===== src/rtl/distance_relax_store_pkg.sv =====
// Shared constants and helpers for the Dijkstra node distance store.
// The sizing defaults and FSM encodings are macros so that older blocks that
// only know the macro names keep compiling against the same values.

`ifndef DRS_CONSTANTS_DEFINED
`define DRS_CONSTANTS_DEFINED
`define DEFAULT_MAX_NODES   8
`define DEFAULT_INDEX_WIDTH 3
`define DEFAULT_VALUE_WIDTH 8
`define DRS_IDLE 2'd0
`define DRS_SCAN 2'd1
`define DRS_DONE 2'd2
`endif

package distance_relax_store_pkg;

  // Width of the FSM state register.
  localparam int DRS_STATE_WIDTH = 2;

  // True when a node index addresses a stored entry.
  function automatic logic idx_in_range(input int idx, input int max_nodes);
    return (idx < max_nodes);
  endfunction

endpackage


===== src/rtl/distance_relax_store_sat_add.sv =====
// INFINITY-absorbing saturating adder used for edge relaxation.
// An INFINITY operand or an overflowing sum yields INFINITY (all ones).

module sat_add #(
  parameter int VALUE_WIDTH = 8
) (
  input  logic [VALUE_WIDTH-1:0] a,
  input  logic [VALUE_WIDTH-1:0] b,
  output logic [VALUE_WIDTH-1:0] sum
);

  localparam logic [VALUE_WIDTH-1:0] INFINITY = {VALUE_WIDTH{1'b1}};

  logic [VALUE_WIDTH:0] wide_sum_s;

  // Add with one carry bit, then clamp on overflow or infinite operands.
  always_comb begin
    wide_sum_s = {1'b0, a} + {1'b0, b};
    if ((a == INFINITY) || (b == INFINITY) || wide_sum_s[VALUE_WIDTH]) begin
      sum = INFINITY;
    end else begin
      sum = wide_sum_s[VALUE_WIDTH-1:0];
    end
  end

endmodule


===== src/rtl/distance_relax_store.sv =====
// Node distance store for the Dijkstra datapath: one tentative distance and
// one visited bit per node, single-cycle relaxation, and a sequential scan
// that reports (and optionally marks) the closest unvisited node.

module distance_relax_store
  import distance_relax_store_pkg::*;
#(
  parameter int MAX_NODES   = `DEFAULT_MAX_NODES,
  parameter int INDEX_WIDTH = `DEFAULT_INDEX_WIDTH,
  parameter int VALUE_WIDTH = `DEFAULT_VALUE_WIDTH
) (
  input  logic                   clock,
  input  logic                   reset,
  input  logic                   clear_en,
  input  logic [INDEX_WIDTH-1:0] clear_src,
  input  logic                   get_en,
  input  logic [INDEX_WIDTH-1:0] get_index,
  output logic [VALUE_WIDTH-1:0] get_value,
  output logic                   get_visited,
  input  logic                   relax_en,
  input  logic [INDEX_WIDTH-1:0] relax_index,
  input  logic [VALUE_WIDTH-1:0] relax_base,
  input  logic [VALUE_WIDTH-1:0] relax_weight,
  output logic                   relax_updated,
  input  logic                   min_start,
  input  logic                   min_mark,
  output logic                   busy,
  output logic                   min_valid,
  output logic                   min_found,
  output logic [INDEX_WIDTH-1:0] min_index,
  output logic [VALUE_WIDTH-1:0] min_value
);

  localparam logic [VALUE_WIDTH-1:0] INFINITY   = {VALUE_WIDTH{1'b1}};
  localparam logic [VALUE_WIDTH-1:0] ZERO_DIST  = {VALUE_WIDTH{1'b0}};
  localparam logic [INDEX_WIDTH-1:0] ZERO_INDEX = {INDEX_WIDTH{1'b0}};
  localparam logic [INDEX_WIDTH-1:0] LAST_INDEX = INDEX_WIDTH'(MAX_NODES - 1);

  localparam logic [DRS_STATE_WIDTH-1:0] IDLE = `DRS_IDLE;
  localparam logic [DRS_STATE_WIDTH-1:0] SCAN = `DRS_SCAN;
  localparam logic [DRS_STATE_WIDTH-1:0] DONE = `DRS_DONE;

  // Storage
  logic [VALUE_WIDTH-1:0] dist_r [MAX_NODES];
  logic [MAX_NODES-1:0]   visited_r;

  // Control and scan state
  logic [DRS_STATE_WIDTH-1:0] state_r;
  logic [INDEX_WIDTH-1:0]     scan_idx_r;
  logic                       mark_r;
  logic                       best_found_r;
  logic [INDEX_WIDTH-1:0]     best_idx_r;
  logic [VALUE_WIDTH-1:0]     best_val_r;

  // Output registers
  logic [VALUE_WIDTH-1:0] get_value_r;
  logic                   get_visited_r;
  logic                   relax_updated_r;
  logic                   busy_r;
  logic                   min_valid_r;
  logic                   min_found_r;
  logic [INDEX_WIDTH-1:0] min_index_r;
  logic [VALUE_WIDTH-1:0] min_value_r;

  // Combinational helpers
  logic                   idle_s;
  logic                   do_clear_s;
  logic                   do_min_s;
  logic                   do_relax_s;
  logic [VALUE_WIDTH-1:0] relax_cand_s;
  logic                   relax_write_s;
  logic                   mark_now_s;
  logic [VALUE_WIDTH-1:0] scan_dist_s;
  logic                   scan_vis_s;
  logic                   scan_take_s;
  logic                   next_found_s;
  logic [INDEX_WIDTH-1:0] next_idx_s;
  logic [VALUE_WIDTH-1:0] next_val_s;
  logic [VALUE_WIDTH-1:0] get_val_s;
  logic                   get_vis_s;

  sat_add #(
    .VALUE_WIDTH(VALUE_WIDTH)
  ) u_sat_add (
    .a   (relax_base),
    .b   (relax_weight),
    .sum (relax_cand_s)
  );

  // Command arbitration: only IDLE accepts commands, clear beats scan beats relax.
  always_comb begin
    idle_s     = (state_r == IDLE);
    do_clear_s = idle_s && clear_en;
    do_min_s   = idle_s && !clear_en && min_start;
    do_relax_s = idle_s && !clear_en && !min_start && relax_en;
    mark_now_s = (state_r == DONE) && min_found_r && mark_r;
  end

  // Relaxation decision: write only a strictly better distance to an unvisited node.
  always_comb begin
    relax_write_s = 1'b0;
    if (do_relax_s && idx_in_range(32'(relax_index), MAX_NODES)) begin
      relax_write_s = !visited_r[relax_index] && (relax_cand_s < dist_r[relax_index]);
    end else begin
      relax_write_s = 1'b0;
    end
  end

  // Scan step: decide whether the current node becomes the running minimum.
  always_comb begin
    scan_dist_s = INFINITY;
    scan_vis_s  = 1'b1;
    if (idx_in_range(32'(scan_idx_r), MAX_NODES)) begin
      scan_dist_s = dist_r[scan_idx_r];
      scan_vis_s  = visited_r[scan_idx_r];
    end else begin
      scan_dist_s = INFINITY;
      scan_vis_s  = 1'b1;
    end
    scan_take_s = !scan_vis_s && (scan_dist_s != INFINITY) &&
                  (!best_found_r || (scan_dist_s < best_val_r));
    if (scan_take_s) begin
      next_found_s = 1'b1;
      next_idx_s   = scan_idx_r;
      next_val_s   = scan_dist_s;
    end else begin
      next_found_s = best_found_r;
      next_idx_s   = best_idx_r;
      next_val_s   = best_val_r;
    end
  end

  // Read path; forwards the visited mark applied on the DONE edge.
  always_comb begin
    get_val_s = INFINITY;
    get_vis_s = 1'b1;
    if (idx_in_range(32'(get_index), MAX_NODES)) begin
      get_val_s = dist_r[get_index];
      get_vis_s = visited_r[get_index] || (mark_now_s && (get_index == min_index_r));
    end else begin
      get_val_s = INFINITY;
      get_vis_s = 1'b1;
    end
  end

  // Distance and visited storage: reset/clear, relaxation writes, scan marking.
  always_ff @(posedge clock) begin
    if (reset) begin
      for (int i = 0; i < MAX_NODES; i++) begin
        dist_r[i] <= INFINITY;
      end
      visited_r <= '0;
    end else if (do_clear_s) begin
      for (int i = 0; i < MAX_NODES; i++) begin
        dist_r[i] <= (INDEX_WIDTH'(i) == clear_src) ? ZERO_DIST : INFINITY;
      end
      visited_r <= '0;
    end else if (relax_write_s) begin
      dist_r[relax_index] <= relax_cand_s;
    end else if (mark_now_s) begin
      visited_r[min_index_r] <= 1'b1;
    end
  end

  // Scan FSM: walks every node once, then publishes the result for one cycle.
  always_ff @(posedge clock) begin
    if (reset) begin
      state_r      <= IDLE;
      scan_idx_r   <= ZERO_INDEX;
      mark_r       <= 1'b0;
      best_found_r <= 1'b0;
      best_idx_r   <= ZERO_INDEX;
      best_val_r   <= INFINITY;
      busy_r       <= 1'b0;
      min_valid_r  <= 1'b0;
      min_found_r  <= 1'b0;
      min_index_r  <= ZERO_INDEX;
      min_value_r  <= ZERO_DIST;
    end else begin
      min_valid_r <= 1'b0;
      case (state_r)
        IDLE: begin
          if (do_min_s) begin
            state_r      <= SCAN;
            busy_r       <= 1'b1;
            scan_idx_r   <= ZERO_INDEX;
            mark_r       <= min_mark;
            best_found_r <= 1'b0;
            best_idx_r   <= ZERO_INDEX;
            best_val_r   <= INFINITY;
          end else begin
            state_r <= IDLE;
            busy_r  <= 1'b0;
          end
        end
        SCAN: begin
          if (scan_idx_r == LAST_INDEX) begin
            state_r     <= DONE;
            min_valid_r <= 1'b1;
            min_found_r <= next_found_s;
            min_index_r <= next_found_s ? next_idx_s : ZERO_INDEX;
            min_value_r <= next_found_s ? next_val_s : INFINITY;
          end else begin
            scan_idx_r   <= scan_idx_r + 1'b1;
            best_found_r <= next_found_s;
            best_idx_r   <= next_idx_s;
            best_val_r   <= next_val_s;
          end
        end
        DONE: begin
          state_r <= IDLE;
          busy_r  <= 1'b0;
        end
        default: begin
          state_r <= IDLE;
          busy_r  <= 1'b0;
        end
      endcase
    end
  end

  // Get and relax response registers; get outputs hold while get_en is low.
  always_ff @(posedge clock) begin
    if (reset) begin
      get_value_r     <= INFINITY;
      get_visited_r   <= 1'b0;
      relax_updated_r <= 1'b0;
    end else begin
      relax_updated_r <= relax_write_s;
      if (get_en) begin
        get_value_r   <= get_val_s;
        get_visited_r <= get_vis_s;
      end
    end
  end

  assign get_value     = get_value_r;
  assign get_visited   = get_visited_r;
  assign relax_updated = relax_updated_r;
  assign busy          = busy_r;
  assign min_valid     = min_valid_r;
  assign min_found     = min_found_r;
  assign min_index     = min_index_r;
  assign min_value     = min_value_r;

endmodule


===== config.mk =====
export PLATFORM = sky130hd
export DESIGN_NAME = distance_relax_store
export DESIGN_NICKNAME = d
export VERILOG_FILES = /design/src/rtl/distance_relax_store_pkg.sv /design/src/rtl/distance_relax_store_sat_add.sv /design/src/rtl/distance_relax_store.sv
export SDC_FILE = /design/constraint.sdc
export NUM_CORES = 1
export LEC_CHECK = 0
export CAP_MARGIN = 0
export CORE_ASPECT_RATIO = 1.2
export CORE_MARGIN = 8
export CORE_UTILIZATION = 30
export DETAILED_ROUTE_END_ITERATION = 7
export DONT_BUFFER_PORTS = 1
export PLACE_DENSITY = 0.45
export SKIP_LAST_GASP = 1
export SYNTH_ARGS = -nofsm -noshare
export SYNTH_HDL_FRONTEND = slang
export SYNTH_HIERARCHICAL = 1
export SYNTH_SLANG_ARGS = --single-unit

===== constraint.sdc =====
create_clock -name clock -period 10.85 [get_ports clock]
set_input_delay 1.6275 -clock clock [delete_from_list [all_inputs] [get_ports clock]]
set_output_delay 1.6275 -clock clock [all_outputs]
set_load 0.05 [all_outputs]

After elaboration in Yosys (flattened, before gate mapping)
Memories as Yosys holds them, arrays and structs flattened. A register that Yosys moved wholly into a read port is not among the register bits.
Cells that the tools add are included.
Widths: inputs -> output; s select.
{"block": "totals", "regBits": 42, "ram_bits": 64, "input_bits": 32, "output_inout_bits": 24, "elab_cells": 145, "mem_count": 1}
{"block": "op_classes", "addsub": 2, "magnitude_cmp": 7, "eq_ne": 17, "muxes": 62, "n_bitwise": 11, "n_reduce_logical": 31}
{"memory": "dist_r", "words": 8, "width": 8, "read_ports": 3, "rd_ports_with_merged_regs": 2, "write_ports": 8, "line_no": "distance_relax_store.sv:44", "source": "logic [VALUE_WIDTH-1:0] dist_r [MAX_NODES];"}
{"cell": "$mux 8", "n": 22}
{"cell": "$mux 3", "n": 8}
{"cell": "$mux 1", "n": 21}
{"cell": "$eq 8x8->1 const B", "n": 2}
{"cell": "$lt 3x4->1 const B", "n": 4}
{"cell": "$lt 8x8->1", "n": 2}
{"cell": "$pmux 8 s2", "n": 1}
{"cell": "$eq 3x3->1 const A", "n": 4}
{"cell": "$logic_and 1x1->1", "n": 12}
{"cell": "$pmux 3 s2", "n": 2}
{"cell": "$add 8x8->9", "n": 1}
{"cell": "$bmux 1 s3", "n": 3}
{"cell": "$ne 8x8->1 const B", "n": 1}
{"cell": "$or 1x1->1", "n": 8}
{"cell": "$or 8x8->8", "n": 1}
{"cell": "$reduce_or 8->1", "n": 1}
{"cell": "$eq 2x3->1 const A", "n": 2}
{"cell": "$reduce_and 2->1", "n": 3}
{"cell": "$logic_not 1->1", "n": 5}
{"cell": "$logic_or 1x1->1", "n": 4}
{"cell": "$ne 2x2->1 const B", "n": 2}
{"cell": "$pmux 1 s2", "n": 2}
{"cell": "$pmux 2 s2", "n": 1}
{"cell": "$reduce_or 2->1", "n": 2}
{"cell": "other kinds (15)", "n": 16}

Depth between registers and ports, before layout
{"block": "logic_depth", "word_depth": 13, "ltp_mapped": 16, "depth_no_buf": 14}

Modules after synthesis
The synthesis kept the hierarchy.
{"mod": "distance_relax_store", "instances": 1, "cells_each": 655, "area_each_um2": 7058.0, "seq_area_each_um2": 2982.9}
{"mod": "sat_add", "instances": 1, "cells_each": 49, "area_each_um2": 397.9, "seq_area_each_um2": 0.0}

Worst setup path after synthesis
No wires, ideal clock.
{"block": "synth_path", "path_type": "input -> register", "start": "input relax_base[0]", "end": "memory dist_r[4][0] (enable)", "setup_ns": 0.312, "t_arrival_ns": 4.914, "t_required_ns": 10.538, "slack_ns": 5.624, "cell_stages": 16, "n_path_buf": 2, "cell_sequence": "ha_1 fa_1 and2_1 o21ai_0 o21ai_2 a21boi_4 o21ai_2 ha_1 nor4b_1 nand4_1 a21o_1 nor4_1 o21a_1 buf_2 buf_1 a31o_2"}
{"item": "from (decl)", "line_no": "distance_relax_store.sv:22", "source": "input logic [VALUE_WIDTH-1:0] relax_base,"}
{"item": "to (decl)", "line_no": "distance_relax_store.sv:44"}

==> flow_summary.html <==
<table>
<tr><th>Metric</th><th>Value</th></tr>
<tr><th colspan="2">Placed design</th></tr>
<tr><td># port buffers</td><td>0</td></tr>
<tr><td>Post-detailed-placement half-perimeter wirelength</td><td>roughly 18,000 um</td></tr>
<tr><td>RD Place Congestion</td><td>roughly 0.9</td></tr>
<tr><td>Placed Instance Area</td><td>roughly 7600 um^2</td></tr>
<tr><td>Worst-case setup slack after placement</td><td>5000 ps</td></tr>
<tr><th colspan="2">Routing</th></tr>
<tr><td>Number of DRC violations after detailed routing</td><td>0</td></tr>
<tr><td>Average wire per cell in the routed design</td><td>23.5 um</td></tr>
<tr><td>Post-detailed-route count of antenna-violating nets</td><td>0</td></tr>
<tr><td>Number of violations reported at the end of detailed-routing iteration 0</td><td>around 450</td></tr>
<tr><td>TritonRoute pass-1 iters</td><td>5</td></tr>
<tr><td>Vias per cell</td><td>5.82</td></tr>
<tr><td>Via Count</td><td>slightly below 6,000</td></tr>
<tr><td>Detailed-route wire length</td><td>23,800 um</td></tr>
<tr><th colspan="2">Timing</th></tr>
<tr><td>Relative slew slack</td><td>27.1%</td></tr>
<tr><td>Max Slew Vio Count</td><td>0</td></tr>
<tr><td>Final cycle utilization of the critical path</td><td>between 50 and 60%</td></tr>
<tr><td>Worst Skew</td><td>around 12 ps</td></tr>
<tr><td>Highest achievable clock rate</td><td>around 180 MHz</td></tr>
<tr><td>Worst-case setup margin in the final layout</td><td>about 5400 ps</td></tr>
<tr><td>Setup violations, final</td><td>0</td></tr>
<tr><td>Setup repair after global routing missed its margin</td><td>false</td></tr>
<tr><td>Final hold violation count</td><td>0</td></tr>
<tr><td>Post-route minimum period</td><td>approximately 5400 ps</td></tr>
<tr><td>Worst Max-Slew Pin Slew</td><td>1080 ps</td></tr>
<tr><td>Total negative slack</td><td>0 ps</td></tr>
<tr><th colspan="2">Critical path</th></tr>
<tr><td>Required @ worst endpoint</td><td>between 10,000 and 15,000 ps</td></tr>
<tr><td>Top fanout value on the critical path</td><td>9</td></tr>
<tr><td>Critical Setup Path Class</td><td>primary input to flip-flop</td></tr>
<tr><td>Critical path data arrival time</td><td>5510 ps</td></tr>
<tr><td>Type of destination of the critical path</td><td>flip-flop</td></tr>
<tr><td>Startpoint types</td><td>primary input</td></tr>
<tr><th colspan="2">Synth</th></tr>
<tr><td>Net count after synthesis</td><td>between 700 and 800</td></tr>
<tr><td>Most instantiated cells after synthesis</td><td>65 x nor2_1, 64 x edfxtp_1, 62 x nand2_1</td></tr>
<tr><td>Number of enable flip-flop cells after synthesis</td><td>64</td></tr>
<tr><td>Most used flip-flop cell after synthesis</td><td>edfxtp_1</td></tr>
<tr><td>Post-synth cell types</td><td>78</td></tr>
<tr><td>Netlist area before placement</td><td>roughly 7500 um^2</td></tr>
<tr><td>Synthesized instance count</td><td>a little over 700</td></tr>
<tr><td>Leading post-synthesis cells by cell area</td><td>edfxtp_1 26%, dfxtp_1 14%, mux4_2 8.2%</td></tr>
<tr><td>Yosys warnings</td><td>6</td></tr>
<tr><td>Area share of the largest cell type after synthesis</td><td>about a quarter</td></tr>
<tr><td>Count of state elements after synthesis</td><td>117</td></tr>
<tr><td>Most frequent cell after synthesis</td><td>nor2_1</td></tr>
<tr><td>Mean instance size in the synthesized netlist</td><td>approximately 11 um^2</td></tr>
<tr><td>Most area-hungry cell type in the Yosys netlist</td><td>edfxtp_1</td></tr>
<tr><td>Proportion of synthesized chip area in sequential cells</td><td>40.0%</td></tr>
<tr><td>Ys async rst share</td><td>0%</td></tr>
<tr><th colspan="2">CTS</th></tr>
<tr><td>CTS Root Cell</td><td>clkbuf_16</td></tr>
<tr><td>Clock Sinks</td><td>between 100 and 150</td></tr>
<tr><td>Total CTS buffers</td><td>17</td></tr>
<tr><td>Count of buffers added by post-CTS timing repair for setup</td><td>0</td></tr>
<tr><td>Clk Latency, worst-skew pair</td><td>between 400 and 500 ps</td></tr>
<tr><td>Clock input transition at the sequential cells of the worst setup and hold paths</td><td>about 50 ps</td></tr>
<tr><td>Number of buffers between clock root and the deepest sink</td><td>2</td></tr>
<tr><td>Clock tree from TritonCTS</td><td>built</td></tr>
<tr><td>H-tree depth</td><td>4</td></tr>
<tr><td>Resized Gates After CTS</td><td>0</td></tr>
<tr><td>Hold bufs inserted after CTS</td><td>0</td></tr>
<tr><th colspan="2">Floorplan</th></tr>
<tr><td>Number of top-level design ports</td><td>56</td></tr>
<tr><td>Area of the core</td><td>~25,000 um^2</td></tr>
<tr><td>Area enclosed by the die boundary</td><td>approximately 30,000 um^2</td></tr>
<tr><td>Starting utilization of the core area</td><td>around 30%</td></tr>
<tr><td>Number of core rows</td><td>between 60 and 70</td></tr>
<tr><td>Vertical die dimension</td><td>189 um</td></tr>
<tr><td>Die W</td><td>about 160 um</td></tr>
<tr><th colspan="2">Global route</th></tr>
<tr><td>Vias in the first global route</td><td>5,907</td></tr>
<tr><td>Antenna violations before repair</td><td>0</td></tr>
<tr><td>Grt ovf</td><td>0</td></tr>
<tr><td>Maximum number of pins on one net before global-route repair</td><td>56</td></tr>
<tr><td>First-pass GRT wire length</td><td>roughly 37,000 um</td></tr>
<tr><td>Tot GR Track Use</td><td>~16%</td></tr>
<tr><th colspan="2">Final layout</th></tr>
<tr><td>Final instance area</td><td>roughly 8000 um^2</td></tr>
<tr><td>Post-synthesis to final-layout area growth</td><td>10.5%</td></tr>
<tr><td>N_diodes</td><td>0</td></tr>
<tr><td>Fraction of final layout cells with drive strength greater than 1</td><td>13.2%</td></tr>
<tr><td>NumNets Final</td><td>733</td></tr>
<tr><th colspan="2">Job</th></tr>
<tr><td>Max-cap viol count</td><td>0</td></tr>
<tr><th colspan="2">Min path</th></tr>
<tr><td>Path category of the worst min-delay check</td><td>flip-flop to flip-flop</td></tr>
<tr><th colspan="2">Pwr</th></tr>
<tr><td>VDD IR max</td><td>78.1 uV</td></tr>
<tr><td>Pwr/cell area</td><td>between 100 and 150 nW/um^2</td></tr>
<tr><td>Static Leakage</td><td>0.00278 uW</td></tr>
<tr><th colspan="2">Outcome</th></tr>
<tr><td>Outcome</td><td>finished, final reports clean</td></tr>
</table>
## worst paths after layout
check                                   start            end  slack, ps  cells after the start
worst max-delay path            relax_base[0]   dist_r[7][4]       5420                     14
worst min register to register         mark_r         mark_r        450                      2
worst min-delay path                   mark_r         mark_r        450                      2
worst max register to register      flip-flop  best_val_r[0]       6410                     10
## power by group
| part | total (uW) | leakage, uW | switching (uW) | internal [uW] |
|---|---|---|---|---|
| registers | 490 | 0.000915 | 13.5 | 476 |
| logic | 134 | 0.00158 | 85.4 | 48.4 |
| clock network | 580 | 0.000289 | 200 | 380 |
| total | 1200 | 0.00278 | 299 | 905 |
## per-stage QoR
step | hold slack [ps] | std cells | power, uW | utilization [%]
finish | 452 | 1014 | 1200 | 33.5
global route | 465 | 1014 | 1250 | 33.5
floorplan | 432 | 704 | 605 | -
detailed placement | 446 | 982 | 631 | 31.1
CTS | 453 | 1014 | 1210 | 33.5
global placement | 436 | 982 | 630 | 31.1
## kinds of logic (layout without fill, tap and decap cells)
kind of cell	after synthesis	count (layout)	share of synthesized area, %
mux	86	86	19.5
flops	117	117	40.0
simple gates	210	210	13.3
compound gates	185	185	17.6
buf+inv	77	62	4.78
fa+ha+maj	25	25	4.30
xor+xnor	4	4	0.470
## placed cells by master (no fill, tap or decap), types with 4 or more instances in the layout
cell and count:
o21ai_2 4, mux4_1 15, mux2i_1 36, bufinv_16 4, nor2_1 65, a211oi_1 7
a31oi_1 53, nand3_1 13, nand2b_1 9, dfxtp_1 53, inv_1 24, nor3_1 11
a221oi_1 10, o211ai_1 4, and2_1 6, o21ai_0 23, nor2b_1 10, mux2_2 7
a31o_2 7, nor4_1 9, nand2_1 62, clkinv_2 4, a21oi_1 24, edfxtp_1 64
ha_1 24, a32oi_1 8, a21o_1 9, nand4_1 8, buf_4 5, mux4_2 27
clkbuf_16 17
## metal layers
layer,track usage (%),share of wire [%],vias up
met4,8.14,4.2,0
li1,-,-,2705
met3,2.99,5.0,42
met2,26.9,49,222
met5,0,0,-
met1,19.0,42,2931
## critical path, cell delays in order
cell and delay (ps):
ha_1 210, fa_1 390, and2_1 190, o21ai_0 240
o21ai_2 120, a21boi_4 260, o21ai_2 140, ha_1 220
nor4b_1 300, nand4_1 120, a21o_1 200, nor4_1 380
o2111ai_1 570, nand2_1 520
## cell type report
| type | instances | area (um^2) |
|---|---|---|
| inverters | 25 | 93.8 |
| repair buffers | 5 | 37.5 |
| clock inverters | 12 | 163 |
| fillers | 2544 | 16400 |
| well taps | 325 | 407 |
| multi-input cells | 510 | 4120 |
| flip-flops and latches | 117 | 2980 |
| clock buffers | 20 | 437 |
## state kept, by name (all words and copies together), names as in the netlist, 2 cells and up, named ones only
name        flops
min_index       3
best_val_r      8
get_value       8
visited_r       8
state_r         2
dist_r         64
scan_idx_r      3
min_value       8
best_idx_r      3
(Power assumes the default switching activity.)
